$ cat src/rtl/uart_pkg.sv
// Shared UART definitions: frame state encoding, parity modes and parity helper.
// The receiver uses the same package.
package uart_pkg;

  typedef enum logic [2:0] {
    IDLE   = 3'd0,
    START  = 3'd1,
    DATA   = 3'd2,
    PARITY = 3'd3,
    STOP1  = 3'd4,
    STOP2  = 3'd5
  } uart_state_e;

  localparam logic [1:0] PAR_NONE = 2'b00;
  localparam logic [1:0] PAR_EVEN = 2'b01;
  localparam logic [1:0] PAR_ODD  = 2'b10;

  // Data is zero-extended to 9 bits, so one helper covers every legal width.
  function automatic logic par_bit(input logic [8:0] data, input logic [1:0] mode);
    return (^data) ^ (mode == PAR_ODD);
  endfunction

  function automatic logic par_en(input logic [1:0] mode);
    return (mode == PAR_EVEN) || (mode == PAR_ODD);
  endfunction

endpackage

$ cat src/rtl/uart_sync_fifo.sv
// Single-clock FIFO with occupancy count. Writes when full and reads when empty
// are ignored; full/empty derive from the registered count.
module uart_sync_fifo #(
  parameter int DATA_W = 8,
  parameter int DEPTH  = 4,
  localparam int AW    = $clog2(DEPTH),
  localparam int CW    = AW + 1
) (
  input  logic              clk,
  input  logic              rst_n,
  input  logic              push_i,
  input  logic              pop_i,
  input  logic [DATA_W-1:0] data_i,
  output logic [DATA_W-1:0] data_o,
  output logic              full_o,
  output logic              empty_o,
  output logic [CW-1:0]     count_o
);

  logic [DEPTH-1:0][DATA_W-1:0] mem_q;
  logic [AW-1:0]                wr_ptr_q, rd_ptr_q;
  logic [CW-1:0]                count_q;
  logic                         do_push, do_pop;

  assign full_o  = (count_q == CW'(DEPTH));
  assign empty_o = (count_q == '0);
  assign count_o = count_q;
  assign data_o  = mem_q[rd_ptr_q];
  assign do_push = push_i & ~full_o;
  assign do_pop  = pop_i & ~empty_o;

  always_ff @(posedge clk) begin
    if (do_push) mem_q[wr_ptr_q] <= data_i;
  end

  // Pointers wrap naturally because DEPTH is a power of two.
  always_ff @(posedge clk or negedge rst_n) begin
    if (!rst_n) begin
      wr_ptr_q <= '0;
      rd_ptr_q <= '0;
      count_q  <= '0;
    end else begin
      if (do_push) wr_ptr_q <= wr_ptr_q + AW'(1);
      if (do_pop)  rd_ptr_q <= rd_ptr_q + AW'(1);
      case ({do_push, do_pop})
        2'b10:   count_q <= count_q + CW'(1);
        2'b01:   count_q <= count_q - CW'(1);
        default: count_q <= count_q;
      endcase
    end
  end

endmodule

$ cat src/rtl/uart_tx_fifo_param.sv
// UART transmitter with input FIFO: start, LSB-first data, optional parity,
// 1 or 2 stop bits, one bit per enb tick. Frame config is latched at pop.
module uart_tx_fifo_param
  import uart_pkg::*;
#(
  parameter int DATA_BITS  = 8,
  parameter int FIFO_DEPTH = 4,
  parameter int CNT_W      = $clog2(FIFO_DEPTH) + 1
) (
  input  logic                 clk,
  input  logic                 rst_n,
  input  logic                 enb,
  input  logic                 wr_enb,
  input  logic [DATA_BITS-1:0] data_in,
  input  logic [1:0]           parity_mode,
  input  logic                 two_stop,
  output logic                 tx,
  output logic                 busy,
  output logic                 full,
  output logic                 overflow,
  output logic [CNT_W-1:0]     fifo_count
);

  localparam int IW = $clog2(DATA_BITS);

  uart_state_e          state_q;
  logic [DATA_BITS-1:0] sh_q, fifo_dout;
  logic [IW-1:0]        idx_q;
  logic                 tx_q, busy_q, ovf_q, par_en_q, par_q, two_q;
  logic                 empty, pop, push_ok, frame_end, busy_d;
  logic [CNT_W-1:0]     count_d;

  uart_sync_fifo #(.DATA_W(DATA_BITS), .DEPTH(FIFO_DEPTH)) u_fifo (
    .clk     (clk),
    .rst_n   (rst_n),
    .push_i  (wr_enb),
    .pop_i   (pop),
    .data_i  (data_in),
    .data_o  (fifo_dout),
    .full_o  (full),
    .empty_o (empty),
    .count_o (fifo_count)
  );

  assign pop       = (state_q == IDLE) & enb & ~empty;
  assign push_ok   = wr_enb & ~full;
  assign frame_end = enb & (((state_q == STOP1) & ~two_q) | (state_q == STOP2));

  always_comb begin
    count_d = fifo_count;
    if (push_ok & ~pop)      count_d = fifo_count + CNT_W'(1);
    else if (pop & ~push_ok) count_d = fifo_count - CNT_W'(1);
  end

  // busy mirrors next-state values so it tracks state/count without lag.
  assign busy_d = pop | ((state_q != IDLE) & ~frame_end) | (count_d != '0);

  always_ff @(posedge clk or negedge rst_n) begin
    if (!rst_n) begin
      state_q  <= IDLE;
      tx_q     <= 1'b1;
      sh_q     <= '0;
      idx_q    <= '0;
      par_en_q <= 1'b0;
      par_q    <= 1'b0;
      two_q    <= 1'b0;
      busy_q   <= 1'b0;
      ovf_q    <= 1'b0;
    end else begin
      busy_q <= busy_d;
      ovf_q  <= wr_enb & full;
      if (enb) begin
        case (state_q)
          IDLE: if (!empty) begin
            sh_q     <= fifo_dout;
            par_en_q <= par_en(parity_mode);
            par_q    <= par_bit(9'(fifo_dout), parity_mode);
            two_q    <= two_stop;
            tx_q     <= 1'b0;
            state_q  <= START;
          end
          START: begin
            tx_q    <= sh_q[0];
            sh_q    <= sh_q >> 1;
            idx_q   <= '0;
            state_q <= DATA;
          end
          DATA: begin
            if (idx_q == IW'(DATA_BITS - 1)) begin
              if (par_en_q) begin
                tx_q    <= par_q;
                state_q <= PARITY;
              end else begin
                tx_q    <= 1'b1;
                state_q <= STOP1;
              end
            end else begin
              idx_q <= idx_q + IW'(1);
              tx_q  <= sh_q[0];
              sh_q  <= sh_q >> 1;
            end
          end
          PARITY: begin
            tx_q    <= 1'b1;
            state_q <= STOP1;
          end
          STOP1:   state_q <= two_q ? STOP2 : IDLE;
          STOP2:   state_q <= IDLE;
          default: begin
            tx_q    <= 1'b1;
            state_q <= IDLE;
          end
        endcase
      end
    end
  end

  assign tx       = tx_q;
  assign busy     = busy_q;
  assign overflow = ovf_q;

endmodule

$ cat config.mk
export PLATFORM = sky130hd
export DESIGN_NAME = uart_tx_fifo_param
export DESIGN_NICKNAME = d
export VERILOG_FILES = /design/src/rtl/uart_pkg.sv /design/src/rtl/uart_sync_fifo.sv /design/src/rtl/uart_tx_fifo_param.sv
export SDC_FILE = /design/constraint.sdc
export NUM_CORES = 1
export LEC_CHECK = 0
export BUFFER_PORTS_ARGS = -buffer_cell sky130_fd_sc_hd__clkbuf_2
export CORE_MARGIN = 3
export CORE_UTILIZATION = 50
export DETAILED_ROUTE_END_ITERATION = 12
export GPL_TIMING_DRIVEN = 0
export PLACE_DENSITY = 0.71
export REMOVE_ABC_BUFFERS = 1
export SLEW_MARGIN = 20
export SYNTH_ARGS = -nofsm -noshare
export SYNTH_HDL_FRONTEND = slang
export SYNTH_HIERARCHICAL = 1
export SYNTH_SLANG_ARGS = --single-unit
$ cat constraint.sdc
create_clock -name clk -period 2.65 [get_ports clk]
set_input_delay 0.265 -clock clk [delete_from_list [all_inputs] [get_ports clk]]
set_output_delay 0.265 -clock clk [all_outputs]
set_load 0.005 [all_outputs]
-- Word level (Yosys, flattened, before mapping)
Index checks and enable logic that the tools add are counted.
Widths: inputs -> output; s select.
- $add $sub $neg: 5
- $lt $le $gt $ge: 3
- eq/ne operators: 14
- muxes and demuxes: 22
- bitwise gates (word level): 21
- reduce and logical (&&, ||, !) cells: 16
- operator list (cell ; number):
    $bwmux 32 ; 1
    $mux 8 ; 4
    $pmux 8 s3 ; 1
    $mux 3 ; 7
    $bmux 8 s2 ; 1
    $demux 8 s2 ; 1
    $pmux 3 s5 ; 1
    $eq 3x3->1 const B ; 4
    $pmux 3 s2 ; 2
    $reduce_and 3->1 ; 4
    $and 1x1->1 ; 10
    $reduce_bool 3->1 ; 3
    $reduce_xor 9->1 ; 1
    $not 1->1 ; 7
    $add 3x1->3 const B ; 2
    $eq 3x2->1 const B ; 2
    $logic_not 3->1 ; 2
    $lt 2x3->1 const B ; 2
    $ne 2x2->1 const B ; 3
    $add 2x1->2 const B ; 2
    $eq 2x1->1 const B ; 2
    $eq 2x2->1 const B ; 2
    $pmux 1 s4 ; 1
    $reduce_and 4->1 ; 1
    10 further kinds ; 15
- register bits after elaboration: 59
- input bits: 15
- output and inout port bits: 7
- word-level logic and storage cells: 97

-- Longest topological paths before layout
- depth in word-level cells: 9
- mapped depth: 10
- depth with buffers taken out: 10

-- Hierarchy
Netlist, hierarchy kept.
- modules (own cells, without submodules) (module ; instances ; cells an instance ; area an instance (um^2) ; sequential area each (um^2)):
    uart_sync_fifo ; 1 ; 80 ; 1591.5 ; 1136.1
    uart_tx_fifo_param ; 1 ; 116 ; 1257.5 ; 501.7

-- Worst setup path after synthesis
OpenSTA, ideal clock, no wires.
- path kind: reg-to-reg
- start point: reg u_fifo.count_q[0], in the netlist u_fifo/count_o[0]
- end point: reg u_fifo.count_q[2], in the netlist u_fifo/count_o[2]
- library setup time: 0.079 ns
- data arrival time: 2.440 ns
- required time: 2.571 ns
- path slack: 0.131 ns
- cell stages (with the launch flop): 11
- path buffers: 0
- clock period less this slack: 2.519 ns
- cell sequence: dfrtp_1 > nor3_1 > or3b_4 > nor3_4 > o31a_2 > ha_1 > inv_1 > fa_1 > xor2_1 > nor2_1 > xor2_1
- longest elaborated chain between the ends: 6
- elaborated cells between the ends (all ways): 13
- those cells by class: add/sub (2); eq/ne (3); mux (1); bitwise (5); reduce/logical (2)
- RTL lines (item ; line ; RTL):
    from (decl) ; uart_sync_fifo.sv:22 ; logic [CW-1:0] count_q;
    from (signal assigned) ; uart_sync_fifo.sv:46 ; 2'b10: count_q <= count_q + CW'(1);
    from (signal assigned) ; uart_sync_fifo.sv:47 ; 2'b01: count_q <= count_q - CW'(1);
    from (signal assigned) ; uart_sync_fifo.sv:48 ; default: count_q <= count_q;
    $logic_not 3->1 * ; uart_sync_fifo.sv:26 ; assign empty_o = (count_q == '0);
    via empty ; uart_tx_fifo_param.sv:30 ; logic empty, pop, push_ok, frame_end, busy_d;
    $not 1->1 (no line) * ; n/a ;
    $and 1x1->1 * ; uart_tx_fifo_param.sv:45 ; assign pop = (state_q == IDLE) & enb & ~empty;
    via pop ; uart_tx_fifo_param.sv:30 ;
    $and 1x1->1 * ; uart_sync_fifo.sv:30 ; assign do_pop = pop_i & ~empty_o;
    via u_fifo.do_pop ; uart_sync_fifo.sv:23 ; logic do_push, do_pop;
    $eq 2x1->1 / $eq 2x2->1 (equally long branches) ; uart_sync_fifo.sv:45 ; case ({do_push, do_pop})
    $pmux 3 s2 / $reduce_bool 2->1 (equally long branches) ; n/a ;
The timed path passes the listed nets; every way through them passes the cells marked *.
A chain may end at the register's enable or synchronous reset.

-- Worst setup path in the final report
- start point: reg u_fifo.count_q[2], in the netlist u_fifo/count_o[2]
- end point: reg u_fifo.count_q[2], in the netlist u_fifo/count_o[2]
Same word-level chain as after synthesis.

==> results summary <==
The average size of a mapped cell is 14.5 sq um. The transition time at the pin with the least slew margin is 686 ps. In the finished design, the share of the clock period the worst path needs comes to 0.950. The worst hold slack after final layout came out at 154 ps. The floorplan has 26 rows.

Summing all flip-flop and latch instances after layout gives 1640 sq um. From synthesis to final layout, the design area changed by 15.4%. The number of flops mapped to enable cells by yosys came out at 32. At the worst endpoint, the required time is 2890 ps.

Measured in cells, the most critical reg-to-reg path has a length of 10. Setup repair after global routing left no endpoint under its margin. Summed over all cells, the static leakage comes to 0.00135 uW. The starting density of the core came out at 0.537. The worst-skew pair later-pin latency is 330 ps. STA classifies the critical path startpoint as a register. The end point of the critical path is u_fifo/count_o[2]. The final layout contains 256 nets. For the final database, setup skew stands at 8.07 ps.

After detailed placement, the design holds a cell count of 280. The maximum operating frequency came out at 0.397 GHz. The floorplan step set the die width to 81.5 microns. The cell family contributing the most delay on the critical path is simple AND/OR/NAND/NOR gates. Buffers inserted during clock tree synthesis total 9. The number of antenna violations at the first check in global routing is 0. The count of nets left with antenna violations once routing finished came out at 0. The total routed wirelength came out at 4470 microns. The instance count of the mapped netlist came out at 196. Counting flops and latches in the post-synthesis netlist gives 59.

The number of non-filler instances in the completed layout came out at 305. The H-tree level count is 3. The overall power is 4180 uW. The headroom to the max-slew limit is 0.542. The number of setup violations in the final report came out at 0.

The critical path crosses 10 cells after its start point. In the synthesized netlist the dominant register cell turns out to be edfxtp_1. The number of vias per cell after detailed routing is 5.09. The cell repeated most along the worst path is xor2_1.

The TritonCTS clock tree is done. The via count of the first global-routing pass is 1539. The run finished with clean final reports.

In this run the critical register-to-register path is launched from u_fifo/count_o[2]. The violation count after the first detailed-route iteration is 74. Of all nets on the critical path, the largest fanout is 6. After detailed routing, the number of remaining DRC violations is 0.

The average wire per cell in the routed design is 14.7 microns. The deepest clock path buffer count is 2. The final period demand of the worst path came out at 2520 ps.

The number of buffer and inverter instances along the worst setup path came out at 1. The terminus of the critical flop-to-flop path is u_fifo/count_o[2]. The critical path starts at u_fifo/count_o[2].

Summed over all nets, the half-perimeter wirelength after detailed placement is 2980 microns. The floorplan step defined a die boundary enclosing 6640 sq um. The worst setup path is captured at a register. The buffer cell driving the clock tree root is clkbuf_8. The max-cap violation count came out at 0. Of the cells placed in the final design, the portion with a size suffix greater than 1 is 0.374. The repair_antennas step left the layout with diodes totalling 0. The total iterations of the first detailed-routing run is 4. The height of the chip came out at 81.5 microns. The path class of the tightest hold or removal check is input port to register. Counting distinct cell types in the post-synthesis netlist gives 44. Walking the worst path, the cells encountered are nor3_1 -> or3b_4 -> nor3_4 -> o31a_2 -> ha_1 -> inv_1 -> fa_1 -> xor2_1 -> nor2_1 -> xor2_1. The final estimated routing congestion in global placement came out at 0.722. The internal reg-to-reg setup slack is 130 ps. The clock drives 59 sinks.

The final design area excluding fillers is 3290 sq um. The first global-routing pass estimated 7500 microns of wire. The maximum vdd drop came out at 0.000631 V.

The maximum number of pins on one net before global-route repair came out at 28. The number of port buffers came out at 21. The sequential-to-total area share from yosys stat came out at 0.575.

The filler cells instantiated in the layout total 421. The standard cell area after detailed placement came out at 3000 sq um. The total area inside the core boundary comes to 5300 sq um.

The highest cell delay on the worst timing path came out at 420 ps. The critical path data arrival time came out at 2760 ps. The routed layout has 1551 vias.

The total power density per cell area is 1270 nW/um^2. The remaining global-route overflow came out at 0. In the global route stage, overall resource usage came out at 0.156.

The start-to-end type of the worst setup path is register to register. The clock-pin slew reported for the worst setup and hold paths after clock tree synthesis is 60 ps. During I/O placement, the number of pins put on the boundary was 22.

The combined area of all synthesized cells is 2850 sq um. The number of pins exceeding their max-slew limit in the final report is 0. Of all flip-flops after synthesis, the portion carrying an async set or reset was 0.458.

The largest individual stage delay along the critical path comes from the cell dfrtp_2. The Yosys step of the flow raised 6 warnings. For the final routed database, the setup TNS stands at 0 ps. The hold violation total from the final report came out at 0. The multi-input combinational cells in the finished layout cover a total of 1110 sq um.
metal layers:
layer  vias up  wire, microns  GRT usage
li1        775              -          -
met1       751           2160      0.215
met2        21           2100      0.226
met3         4            147     0.0493
met4         0             65     0.0709
met5         -              0          0
final cells by class:
class / instances / share of cell area
inverter: 14 / 0.0160
tap: 70 / 0.0266
clock buffer: 10 / 0.0388
timing repair buffer: 30 / 0.0533
multi-input combinational: 116 / 0.339
clock inverter: 6 / 0.0270
sequential: 59 / 0.500
placed cells by master, fill, tap and decap left out, types with 3 or more instances in the layout:
master and instances:
ha_1 10, nand2_1 9, clkbuf_2 21, dfrtp_2 4
and2_2 4, mux2_2 18, o21ai_0 4, edfxtp_1 32
clkbuf_8 9, nor2_1 6, a21oi_1 5, xor2_1 4
dfrtp_1 22, a31oi_1 3, nor3_1 3, inv_1 14
nor2b_1 5, buf_4 8, mux4_2 8, xnor2_1 10
power by group:
group / switching, uW / total, uW / internal [uW] / leakage, uW
Combinational: 770 / 1760 / 986 / 0.000633
Sequential: 257 / 1550 / 1290 / 0.000613
Clock: 350 / 880 / 531 / 0.000103
Total: 1380 / 4180 / 2810 / 0.00135
worst min-delay path by stage:
stage	start	to	slack, ps	cells past startpoint
after global placement	rst_n	sh_q[3]	340	1
after floorplan	rst_n	busy	-30	0
after global routing	data_in[3]	u_fifo/mem_q[11]	140	1
final	two_stop	two_q	150	3
after detailed placement	rst_n	sh_q[3]	340	1
after CTS	data_in[3]	u_fifo/mem_q[27]	140	1
cells by family (layout without fill, tap and decap cells):
logic type               after synthesis  in the layout  share of synthesized area
flip-flops                            59             59                      0.575
AND/OR/NAND/NOR                       38             38                     0.0856
multiplexers                          29             29                      0.148
AO/OA/AOI/OAI                         23             23                     0.0549
buffers and inverters                 21             60                     0.0343
XOR/XNOR                              15             15                     0.0509
adder cells (fa/ha/maj)               11             11                     0.0509
Yosys cell counts, drive strengths merged (2+ instances only):
library cell,count,area share
a21oi,5,0.0088
a31oi,3,0.0066
and2,5,0.013
and3,2,0.0044
buf,5,0.013
clkbuf,2,0.0026
dfrtp,26,0.23
edfxtp,32,0.34
ha,10,0.044
inv,14,0.018
mux2,20,0.082
mux4,8,0.063
nand2,9,0.012
nor2,7,0.012
nor2b,6,0.016
nor3,4,0.011
nor3b,2,0.0092
o2111ai,2,0.0061
o21ai,5,0.010
xnor2,10,0.031
xor2,4,0.012
stage by stage:
| stage | worst slack, ps | util |
|---|---|---|
| final | 134 | 0.620 |
| after floorplan | 130 | - |
| after global routing | 15.8 | 0.620 |
| after detailed placement | -86.3 | 0.565 |
| after CTS | 4.99 | 0.610 |
| after global placement | -72.3 | 0.565 |
tightest hold or removal path, stage by stage:
cell and delay (ps):
clkbuf_2 80, nand2_1 40, o21ai_0 60
sequential cells by signal, indices dropped and copies added, names as in the netlist:
name	count
u_fifo/mem_q	32
sh_q	8
idx_q	3
state_q	3
u_fifo/count_o	3
u_fifo/rd_ptr_q	2
u_fifo/wr_ptr_q	2
busy	1
overflow	1
par_en_q	1
par_q	1
two_q	1
tx	1
timing repair:
item,in CTS,in global routing
hold buffers,1,0
setup endpoints to repair,1,2
hold endpoints to repair,26,0
buffers inserted,1,7
pin swaps,0,1
gates resized for setup,3,1
(Power assumes the default switching activity.)
